--- config.mk ---
export PLATFORM = sky130hd
export DESIGN_NAME = reg_select_encoder_p
export DESIGN_NICKNAME = d
export VERILOG_FILES = /design/src/rtl/reg_select_encoder_p.sv
export SDC_FILE = /design/constraint.sdc
export NUM_CORES = 1
export LEC_CHECK = 0
export BUFFER_PORTS_ARGS = -buffer_cell sky130_fd_sc_hd__buf_2
export CORE_ASPECT_RATIO = 1.1
export CORE_MARGIN = 3
export CORE_UTILIZATION = 35
export CTS_CLUSTER_SIZE = 40
export DETAILED_ROUTE_END_ITERATION = 8
export PLACE_DENSITY = 0.67
export SLEW_MARGIN = 20
export SYNTH_ARGS = -nofsm -noshare
export SYNTH_HDL_FRONTEND = slang
export SYNTH_SLANG_ARGS = --single-unit
--- constraint.sdc ---
create_clock -name clock -period 2.11 [get_ports clock]
set_input_delay 0.1055 -clock clock [delete_from_list [all_inputs] [get_ports clock]]
set_output_delay 0.1055 -clock clock [all_outputs]
set_load 0.05 [all_outputs]
--- src/rtl/reg_select_encoder_p.sv ---
// Register select-and-encode unit.
// Holds a local copy of the instruction word and turns its Ra/Rb/Rc fields
// into one-hot register-file strobes under control-unit step signals.
// Also provides C-field extension, an R0-as-zero base-address read, a sticky
// multi-select error flag and a per-register write-pending scoreboard.
module reg_select_encoder_p #(
  parameter int REG_COUNT    = 16,
  parameter int SEL_BITS     = 4,
  parameter int DATA_WIDTH   = 32,
  parameter int OPCODE_WIDTH = 5,
  parameter int IMM_WIDTH    = 19
) (
  input  logic                    clock,
  input  logic                    clear,
  input  logic [DATA_WIDTH-1:0]   IRin,
  input  logic                    IRload,
  input  logic                    Gra,
  input  logic                    Grb,
  input  logic                    Grc,
  input  logic                    Rin,
  input  logic                    Rout,
  input  logic                    BAout,
  input  logic                    sext,
  input  logic                    sb_set,
  output logic [OPCODE_WIDTH-1:0] opcode,
  output logic [DATA_WIDTH-1:0]   C_ext,
  output logic [REG_COUNT-1:0]    RegIn,
  output logic [REG_COUNT-1:0]    RegOut,
  output logic                    ba_zero,
  output logic                    sel_error,
  output logic                    hazard
);

  // Field positions, packed downward from the opcode at the top of the word.
  localparam int RA_LSB = DATA_WIDTH - OPCODE_WIDTH - SEL_BITS;
  localparam int RB_LSB = RA_LSB - SEL_BITS;
  localparam int RC_LSB = RB_LSB - SEL_BITS;
  localparam int EXT_W  = DATA_WIDTH - IMM_WIDTH;

  logic [DATA_WIDTH-1:0] r_ir;
  logic [REG_COUNT-1:0]  r_pending;
  logic                  r_sel_error;

  logic [SEL_BITS-1:0]   w_ra;
  logic [SEL_BITS-1:0]   w_rb;
  logic [SEL_BITS-1:0]   w_rc;
  logic [SEL_BITS-1:0]   w_sel;
  logic                  w_any_gr;
  logic                  w_multi_gr;
  logic                  w_read_req;
  logic                  w_ba_zero;
  logic [REG_COUNT-1:0]  w_onehot;
  logic [REG_COUNT-1:0]  w_reg_in;
  logic [REG_COUNT-1:0]  w_reg_out;
  logic [IMM_WIDTH-1:0]  w_imm;
  logic                  w_ext_bit;
  logic [REG_COUNT-1:0]  w_pending_nxt;

  assign w_ra = r_ir[RA_LSB +: SEL_BITS];
  assign w_rb = r_ir[RB_LSB +: SEL_BITS];
  assign w_rc = r_ir[RC_LSB +: SEL_BITS];

  // Instruction latch: decode always works from the held copy, never from IRin.
  always_ff @(posedge clock) begin
    if (clear) begin
      r_ir <= '0;
    end else if (IRload) begin
      r_ir <= IRin;
    end
  end

  // Field select with fixed Ra > Rb > Rc priority; fields are never merged.
  always_comb begin
    w_sel    = w_rc;
    w_any_gr = Gra | Grb | Grc;
    if (Gra) begin
      w_sel = w_ra;
    end else if (Grb) begin
      w_sel = w_rb;
    end
  end

  assign w_multi_gr = (Gra & Grb) | (Gra & Grc) | (Grb & Grc);
  assign w_onehot   = {{(REG_COUNT-1){1'b0}}, 1'b1} << w_sel;
  assign w_read_req = (Rout | BAout) & w_any_gr;

  // Base-address read of R0 reads as zero: suppress the strobe, tell the bus.
  assign w_ba_zero = BAout & ~Rout & w_any_gr & (w_sel == '0);

  // Strobe generation; nothing is driven without a field select.
  always_comb begin
    w_reg_in  = '0;
    w_reg_out = '0;
    if (Rin && w_any_gr) begin
      w_reg_in = w_onehot;
    end
    if (w_read_req && !w_ba_zero) begin
      w_reg_out = w_onehot;
    end
  end

  // C-field extension; sext picks sign fill versus zero fill.
  assign w_imm     = r_ir[IMM_WIDTH-1:0];
  assign w_ext_bit = sext & w_imm[IMM_WIDTH-1];
  assign C_ext     = {{EXT_W{w_ext_bit}}, w_imm};

  // Sticky multi-select flag; a new instruction clears it unless the same
  // edge sees another multi-select, in which case the error is kept.
  always_ff @(posedge clock) begin
    if (clear) begin
      r_sel_error <= 1'b0;
    end else if (w_multi_gr) begin
      r_sel_error <= 1'b1;
    end else if (IRload) begin
      r_sel_error <= 1'b0;
    end
  end

  // Scoreboard next state: a write retires its register, then a new mark on
  // Ra is applied last so that a same-register set beats the clear.
  always_comb begin
    w_pending_nxt = r_pending;
    if (w_reg_in != '0) begin
      w_pending_nxt[w_sel] = 1'b0;
    end
    if (sb_set) begin
      w_pending_nxt[w_ra] = 1'b1;
    end
  end

  // Scoreboard register.
  always_ff @(posedge clock) begin
    if (clear) begin
      r_pending <= '0;
    end else begin
      r_pending <= w_pending_nxt;
    end
  end

  assign opcode    = r_ir[DATA_WIDTH-1 -: OPCODE_WIDTH];
  assign RegIn     = w_reg_in;
  assign RegOut    = w_reg_out;
  assign ba_zero   = w_ba_zero;
  assign sel_error = r_sel_error;
  // R0 on BAout never reads a real register, so it cannot be a hazard.
  assign hazard    = r_pending[w_sel] & w_read_req & ~w_ba_zero;

endmodule

==> metrics.md, run 1 <==
| Metric | Value |
|---|---|
| Clk_lat worst skew | `roughly 0.3 ns` |
| CTS tree | `built` |
| Most frequent cells in the layout | `buf_2, nor2_1, dfxtp_1` |
| Area added between synthesis and finish | `25.39%` |
| Worst-case reg-to-reg path depth | `7` |
| DRT Pass-1 Iters | `4` |
| Comb power frac | `0.271` |
| Final HPWL DP | `4831 um` |
| Total power per unit cell area | `679.1 mW/mm2` |
| Power Internal | `1.514 mW` |
| Clock H-tree levels | `2` |
| Residual overflow from global routing | `0` |
| Final-report hold violation count | `0` |
| Setup repair after global routing missed its margin | `true` |
| Run status | `complete, but fails checks` |
| Starting density of the core | `0.3685` |
| Data required time at the worst endpoint | `2.00 ns` |
| Syn Std Cell Area | `roughly 0.0026 mm2` |
| IO Pins | `115` |
| Clock Sink Count | `slightly below 50` |
| Vias in the first global route | `2,223` |
| Die Span X | `slightly below 90 um` |
| Number of buffers added on ports | `~110` |
| Layout Cells excl Fill | `approximately 500` |
| Setup CP Type | `flip-flop to primary output` |
| Arrival @ worst endpoint | `2.07 ns` |
| Startpoint type of the worst setup path | `flip-flop` |
| Kind of end point of the critical path | `primary output` |
| Synth async-reset ratio | `0` |
| Syn. warnings | `0` |
| Seq cells post-synth | `49` |
| Detail-routed net length per standard cell | `13.99 um` |
| Static Leakage | `1.622 nW` |
| Via count | `2,370` |
| Dominant synthesized flop cell | `dfxtp_1` |
| Sequential cell fraction of total power | `0.441` |
| Number of enable-type register cells in the synthesized netlist | `0` |
| Post-Route M1 WL | `2934 um` |
| Mean area per synthesized cell | `8.203 um2` |
| Average via count per standard cell | `4.847` |
| GRT Resource Usage Total | `0.1507` |
| Amount of wire on met3 after detailed routing | `476 um` |
| Achievable Freq | `roughly 460 MHz` |
| Cts bufs inserted | `5` |
| # Max-Cap Violations | `0` |
| Pwr Total | `2.249 mW` |
| Worst max-slew margin expressed relative to the limit | `0.4087` |
| Die outline area | `~0.0086 mm2` |
| Total setup violations reported at the end of the flow | `8` |
| Number of cells on the worst hold path | `3` |
| Instance count after placement with tap cells included | `about 480` |
| Antenna cells | `0` |
| Final Worst Setup Slack | `-0.06325 ns` |
| Clock group share of total power | `0.288` |
| Wire length of the first global-routing pass | `between 10,000 and 15,000 um` |
| Post-synthesis sequential area ratio | `0.3714` |
| Clk root buf | `clkbuf_8` |
| Failing checks | `setup timing` |
| Ratio of final minimum period to clock period | `1.030` |
| Cell area reported after detailed placement | `0.003039 mm2` |
| Pin slew with the least headroom to its limit | `0.8869 ns` |
| Initial detailed-routing violation count | `approximately 140` |
| Number of nets at the end of the flow | `between 400 and 500` |
| Total non-filler cell area in the finished layout | `0.003312 mm2` |
| Share of post-route cells with drive strength above 1 | `0.3936` |
| Last weighted congestion value of the routability-driven placer | `slightly below 0.9` |
| Maximum number of pins on one net before global-route repair | `50` |
| Buffer depth of the longest clock path | `2` |
| Met2 wirelength from detailed routing | `between 3000 and 4000 um` |
| Core ar. | `0.007167 mm2` |
| Net Count, Synth | `roughly 370` |
| Top metal layer carrying routed signals | `met4` |
| Clock slew seen by the registers of the worst setup and hold paths | `roughly 0.1 ns` |
| Commonest non-fill, non-tap cell in the layout | `buf_2` |
| Net switching share of the total power | `0.3270` |
| P_sw | `0.7355 mW` |
| Row count | `32` |
| Vertical die dimension | `97.11 um` |
| Path class of the lowest-slack min-delay path | `input port to flip-flop` |
| Remaining DRCs | `0` |
| Number of distinct library cells after synthesis | `39` |
| Max-slew violation count | `0` |
| Final Critical Period | `approximately 2.2 ns` |
| Critical path peak fanout | `5` |
| Synthesized instance count | `322` |
| Post-Route WL | `~6800 um` |
| Fin Clk Skew | `0.01500 ns` |
| Number of antenna violations at the first check in global routing | `0` |
| Worst-case vdd ir drop | `0.3888 mV` |
| Count of antenna-violating nets left after detailed routing | `0` |
| Reg2reg setup slack | `approximately 0.21 ns` |
flip-flops by register name, indices dropped and copies added, names as in the netlist:
| signal | flops |
|---|---|
| r_ir | 32 |
| r_pending | 16 |
| sel_error | 1 |
worst max-delay path: stages (launching register included):
cell and delay, ns:
dfxtp_2 0.35, mux2i_4 0.09, mux2_4 0.31, buf_12 0.14
mux2i_1 0.10, mux2i_1 0.13, nor2_1 0.08, a2111oi_4 0.35
buf_6 0.21
Yosys cell counts, types with 2 or more instances:
library cell,count,area share
buf_2,4,0.0076
or2b_2,2,0.0066
inv_1,3,0.0043
nor2_1,69,0.098
mux2_2,2,0.0085
nand2_1,27,0.038
and3_1,4,0.0095
clkbuf_1,9,0.013
nor3_1,2,0.0038
nor2b_1,4,0.0095
nand3_1,6,0.011
buf_4,37,0.11
mux2i_1,40,0.15
a21oi_1,18,0.034
mux2i_4,2,0.017
dfxtp_1,49,0.37
buf_1,3,0.0043
o21ai_0,20,0.038
metrics by stage:
stage	util	TNS, ns	worst slack, ns	hold slack [ns]
6_report	0.4621	-0.2178	-0.06325	0.03403
5_1_grt	0.4621	-1.522	-0.1495	0.03409
4_1_cts	0.4508	-0.1365	-0.08733	0.02610
3_5_place_dp	0.4241	0	0.02426	0.3477
3_3_place_gp	0.4241	0	0.05940	0.3385
2_1_floorplan	-	-0.01731	-0.01731	0.2527
power by group through the flow:
stage / combinational (mW) / clock (mW) / sequential (mW)
CTS: 0.592 / 0.678 / 0.992
detailed placement: 0.566 / 0 / 1.01
floorplan: 0.469 / 0 / 1.01
global route: 0.654 / 0.713 / 0.998
finish: 0.611 / 0.647 / 0.992
global placement: 0.559 / 0 / 1.01
cell families after synthesis:
| group | Yosys count | synth area share |
|---|---|---|
| AND/OR/NAND/NOR | 121 | 0.1966 |
| buffers and inverters | 59 | 0.1454 |
| flip-flops | 49 | 0.3714 |
| AO/OA/AOI/OAI | 47 | 0.09996 |
| multiplexers | 45 | 0.1828 |
| adder cells (fa/ha/maj) | 1 | 0.003790 |
routing by layer:
metal	GRT usage	vias up
met5	0	-
met4	0.05698	0
met3	0.03647	13
met2	0.2457	96
met1	0.1886	1053
li1	-	1208
area by class of cell:
class	instances	area, um2
clock buffer	5	68.82
clock inverter	2	35.03
fill	713	3855
inverter	3	11.26
multi-input combinational	215	1343
sequential	49	983.4
tap	85	106.4
timing repair buffer	130	764.5
repair_timing:
item	in CTS	in global routing
gates cloned	0	1
endpoints found under the setup margin	34	33
gates resized for setup	14	22
buffers inserted	5	1
pin swaps	1	1
hold buffers	0	0
final timing paths:
check | start | endpoint
worst max-delay path | r_ir[19] | hazard
worst min register to register | r_pending[6] | r_pending[6]
worst min-delay path | IRin[25] | r_ir[25]
worst max register to register | r_ir[16] | r_pending[13]
Power figures use the tool's default switching activity.
==> run 2: changes to the inputs <==
--- a/config.mk
+++ b/config.mk
@@ -12,6 +12,7 @@
 export CTS_CLUSTER_SIZE = 40
 export DETAILED_ROUTE_END_ITERATION = 8
 export PLACE_DENSITY = 0.67
+export RECOVER_POWER = 25
 export SLEW_MARGIN = 20
 export SYNTH_ARGS = -nofsm -noshare
 export SYNTH_HDL_FRONTEND = slang
==> metrics.md, run 2 (synthesis results as in run 1) <==
| Metric | Value |
|---|---|
| Fin Clk Skew | `0.01433 ns (-0.0006683 ns)` |
| Count of antenna-violating nets left after detailed routing | `0 (unchanged)` |
| Final-report hold violation count | `0 (unchanged)` |
| Total power per unit cell area | `679.7 mW/mm2 (about the same)` |
| Area added between synthesis and finish | `25.30% (about the same)` |
| Average via count per standard cell | `4.851 (about the same)` |
| Die outline area | `0.008626 mm2 (unchanged)` |
| Final Critical Period | `2.174 ns (+0.0002607 ns)` |
| Sequential standard cell area | `983.4 um2 (unchanged)` |
| Clock group share of total power | `0.287 (about the same)` |
| Wire length of the first global-routing pass | `10,470 um (unchanged)` |
| Vias in the first global route | `2,223 (unchanged)` |
| Data required time at the worst endpoint | `2.00 ns (about the same)` |
| Cts bufs inserted | `5 (unchanged)` |
| Maximum number of pins on one net before global-route repair | `50 (unchanged)` |
| Clk_lat worst skew | `0.30 ns (about the same)` |
| Share of post-route cells with drive strength above 1 | `0.3936 (unchanged)` |
| Max-slew violation count | `0 (unchanged)` |
| Via count | `2,372 (+0.084%)` |
| Failing checks | `setup timing` |
| Final HPWL DP | `4831 um (unchanged)` |
| Clock H-tree levels | `2 (unchanged)` |
| FILL cells | `714 (+0.14%)` |
| Setup repair after global routing missed its margin | `true` |
| Power Internal | `1.515 mW (about the same)` |
| Setup crit start | `r_ir[19]` |
| Finished Core Util | `0.4618 (about the same)` |
| Count of hold-fix buffers inserted at cts | `0 (unchanged)` |
| Most frequent cells in the layout | `buf_2, nor2_1, dfxtp_1` |
| Area taken by multi-input logic gates | `0.001343 mm2 (unchanged)` |
| Remaining DRCs | `0 (unchanged)` |
| Antenna cells | `0 (unchanged)` |
| Setup CP Type | `flip-flop to primary output` |
| Run status | `complete, but fails checks` |
| Sum Neg Setup Slack | `-0.2113 ns (+0.006410 ns)` |
| Kind of end point of the critical path | `primary output` |
| Buffer depth of the longest clock path | `2 (unchanged)` |
| Total non-filler cell area in the finished layout | `0.003309 mm2 (about the same)` |
| Die Span X | `88.83 um (unchanged)` |
| Flip-flop count of the largest register, all copies and words added | `32 (unchanged)` |
| Clock slew seen by the registers of the worst setup and hold paths | `0.09 ns (about the same)` |
| Achievable Freq | `460.1 MHz (about the same)` |
| Startpoint type of the worst setup path | `flip-flop` |
| Number of antenna violations at the first check in global routing | `0 (unchanged)` |
| Row count | `32 (unchanged)` |
| IO Pins | `115 (unchanged)` |
| Number of buffers added on ports | `114 (unchanged)` |
| GRT Resource Usage Total | `0.1507 (unchanged)` |
| # Max-Cap Violations | `0 (unchanged)` |
| Residual overflow from global routing | `0 (unchanged)` |
| Final Worst Setup Slack | `-0.06351 ns (-0.0002607 ns)` |
| Most common cell on crit path | `mux2i_1` |
| Worst-case vdd ir drop | `0.3890 mV (about the same)` |
| Commonest non-fill, non-tap cell in the layout | `buf_2` |
| Vertical die dimension | `97.11 um (unchanged)` |
| Clk root buf | `clkbuf_8` |
| Path class of the lowest-slack min-delay path | `input port to flip-flop` |
| Pin slew with the least headroom to its limit | `1.056 ns (+0.1695 ns)` |
| Critical path peak fanout | `5 (unchanged)` |
| Comb power frac | `0.272 (about the same)` |
| Arrival @ worst endpoint | `2.07 ns (about the same)` |
| Number of nets at the end of the flow | `447 (unchanged)` |
| Detail-routed net length per standard cell | `13.98 um (about the same)` |
| Last weighted congestion value of the routability-driven placer | `0.8727 (unchanged)` |
| Critical-path cell list | `mux2i_4 -> mux2_4 -> buf_12 -> mux2i_1 -> mux2i_1 -> nor2_1 -> a2111oi_4 -> buf_6` |
| Initial detailed-routing violation count | `143 (unchanged)` |
| CTS tree | `built` |
| Cell area reported after detailed placement | `0.003039 mm2 (unchanged)` |
| Post-Route WL | `6836 um (about the same)` |
| Reg-to-reg critical path startpoint | `r_ir[16]` |
| Core ar. | `0.007167 mm2 (unchanged)` |
| Ratio of final minimum period to clock period | `1.030 (about the same)` |
| Library cell contributing the largest single delay on the critical path | `dfxtp_2` |
| Clock Sink Count | `49 (unchanged)` |
| P_sw | `0.7348 mW (about the same)` |
| Worst max-slew margin expressed relative to the limit | `0.2958 (-0.1130)` |
| Delay contributed by the slowest stage of the critical path | `0.35 ns (about the same)` |
| Register containing the most flip-flops in the final layout | `r_ir` |
| Sequential cell fraction of total power | `0.441 (about the same)` |
| Startpoint of the tightest hold check path | `IRin[25]` |
| Total setup violations reported at the end of the flow | `8 (unchanged)` |
| Static Leakage | `1.621 nW (about the same)` |
| Net switching share of the total power | `0.3267 (-0.0003533)` |
| DRT Pass-1 Iters | `4 (unchanged)` |
| Starting density of the core | `0.3685 (unchanged)` |
==> run 2: cell types whose count changed in the layout (fill, tap and decap cells not counted) <==
cell and change:
clkbuf_2 +1, buf_4 -1
==> run 2: cell type report <==
class	instances	share of cell area
flip-flops and latches	49	0.2972
inverters	3	0.003403
clock buffers	5	0.02079
repair buffers	130	0.2302
clock inverters	2	0.01059
multi-input cells	215	0.4057
well taps	85	0.03214
==> run 2: critical path: cells and delay by family (launching register included) <==
kind	cells	cell delay [ns]
flip-flops	1	0.35
buffers and inverters	2	0.35
multiplexers	4	0.63
AO/OA/AOI/OAI	1	0.35
AND/OR/NAND/NOR	1	0.08
==> run 2: per-stage QoR <==
step | setup slack [ns] | hold slack, ns | total power [mW] | cells
floorplan | -0.01731 | 0.2527 | 1.483 | 322
global placement | 0.05940 | 0.3385 | 1.570 | 475
detailed placement | 0.02426 | 0.3477 | 1.578 | 475
CTS | -0.08733 | 0.02610 | 2.261 | 487
global route | -0.1495 | 0.03475 | 2.366 | 489
finish | -0.06351 | 0.03549 | 2.250 | 489
==> run 2: routing by layer <==
| metal | up-vias | GRT usage | share of wire |
|---|---|---|---|
| met2 | 95 | 0.2457 | 0.48 |
| li1 | 1208 | - | - |
| met1 | 1056 | 0.1886 | 0.43 |
| met3 | 13 | 0.03647 | 0.068 |
| met4 | 0 | 0.05698 | 0.020 |
| met5 | - | 0 | 0 |
==> run 2: power by group through the flow <==
stage,registers [mW],clock network [mW],logic [mW]
after floorplan,1.01,0,0.469
after global placement,1.01,0,0.559
after detailed placement,1.01,0,0.566
after CTS,0.992,0.678,0.592
after global routing,0.998,0.713,0.656
final,0.992,0.646,0.612
==> run 2: path summary, 6_finish.rpt <==
path	to	slack, ns	depth (start not counted)
setup reg to reg	r_pending[13]	0.21	7
hold / removal	r_ir[25]	0.04	3
setup / recovery	hazard	-0.06	8
hold reg to reg	r_pending[6]	0.48	2
==> run 2: repair_timing <==
item                                    in CTS  in global routing
endpoints found under the setup margin      34                 33
gates cloned                                 0                  1
pin swaps                                    1                  1
gates resized for setup                     14                 22
buffers inserted                             5                  1
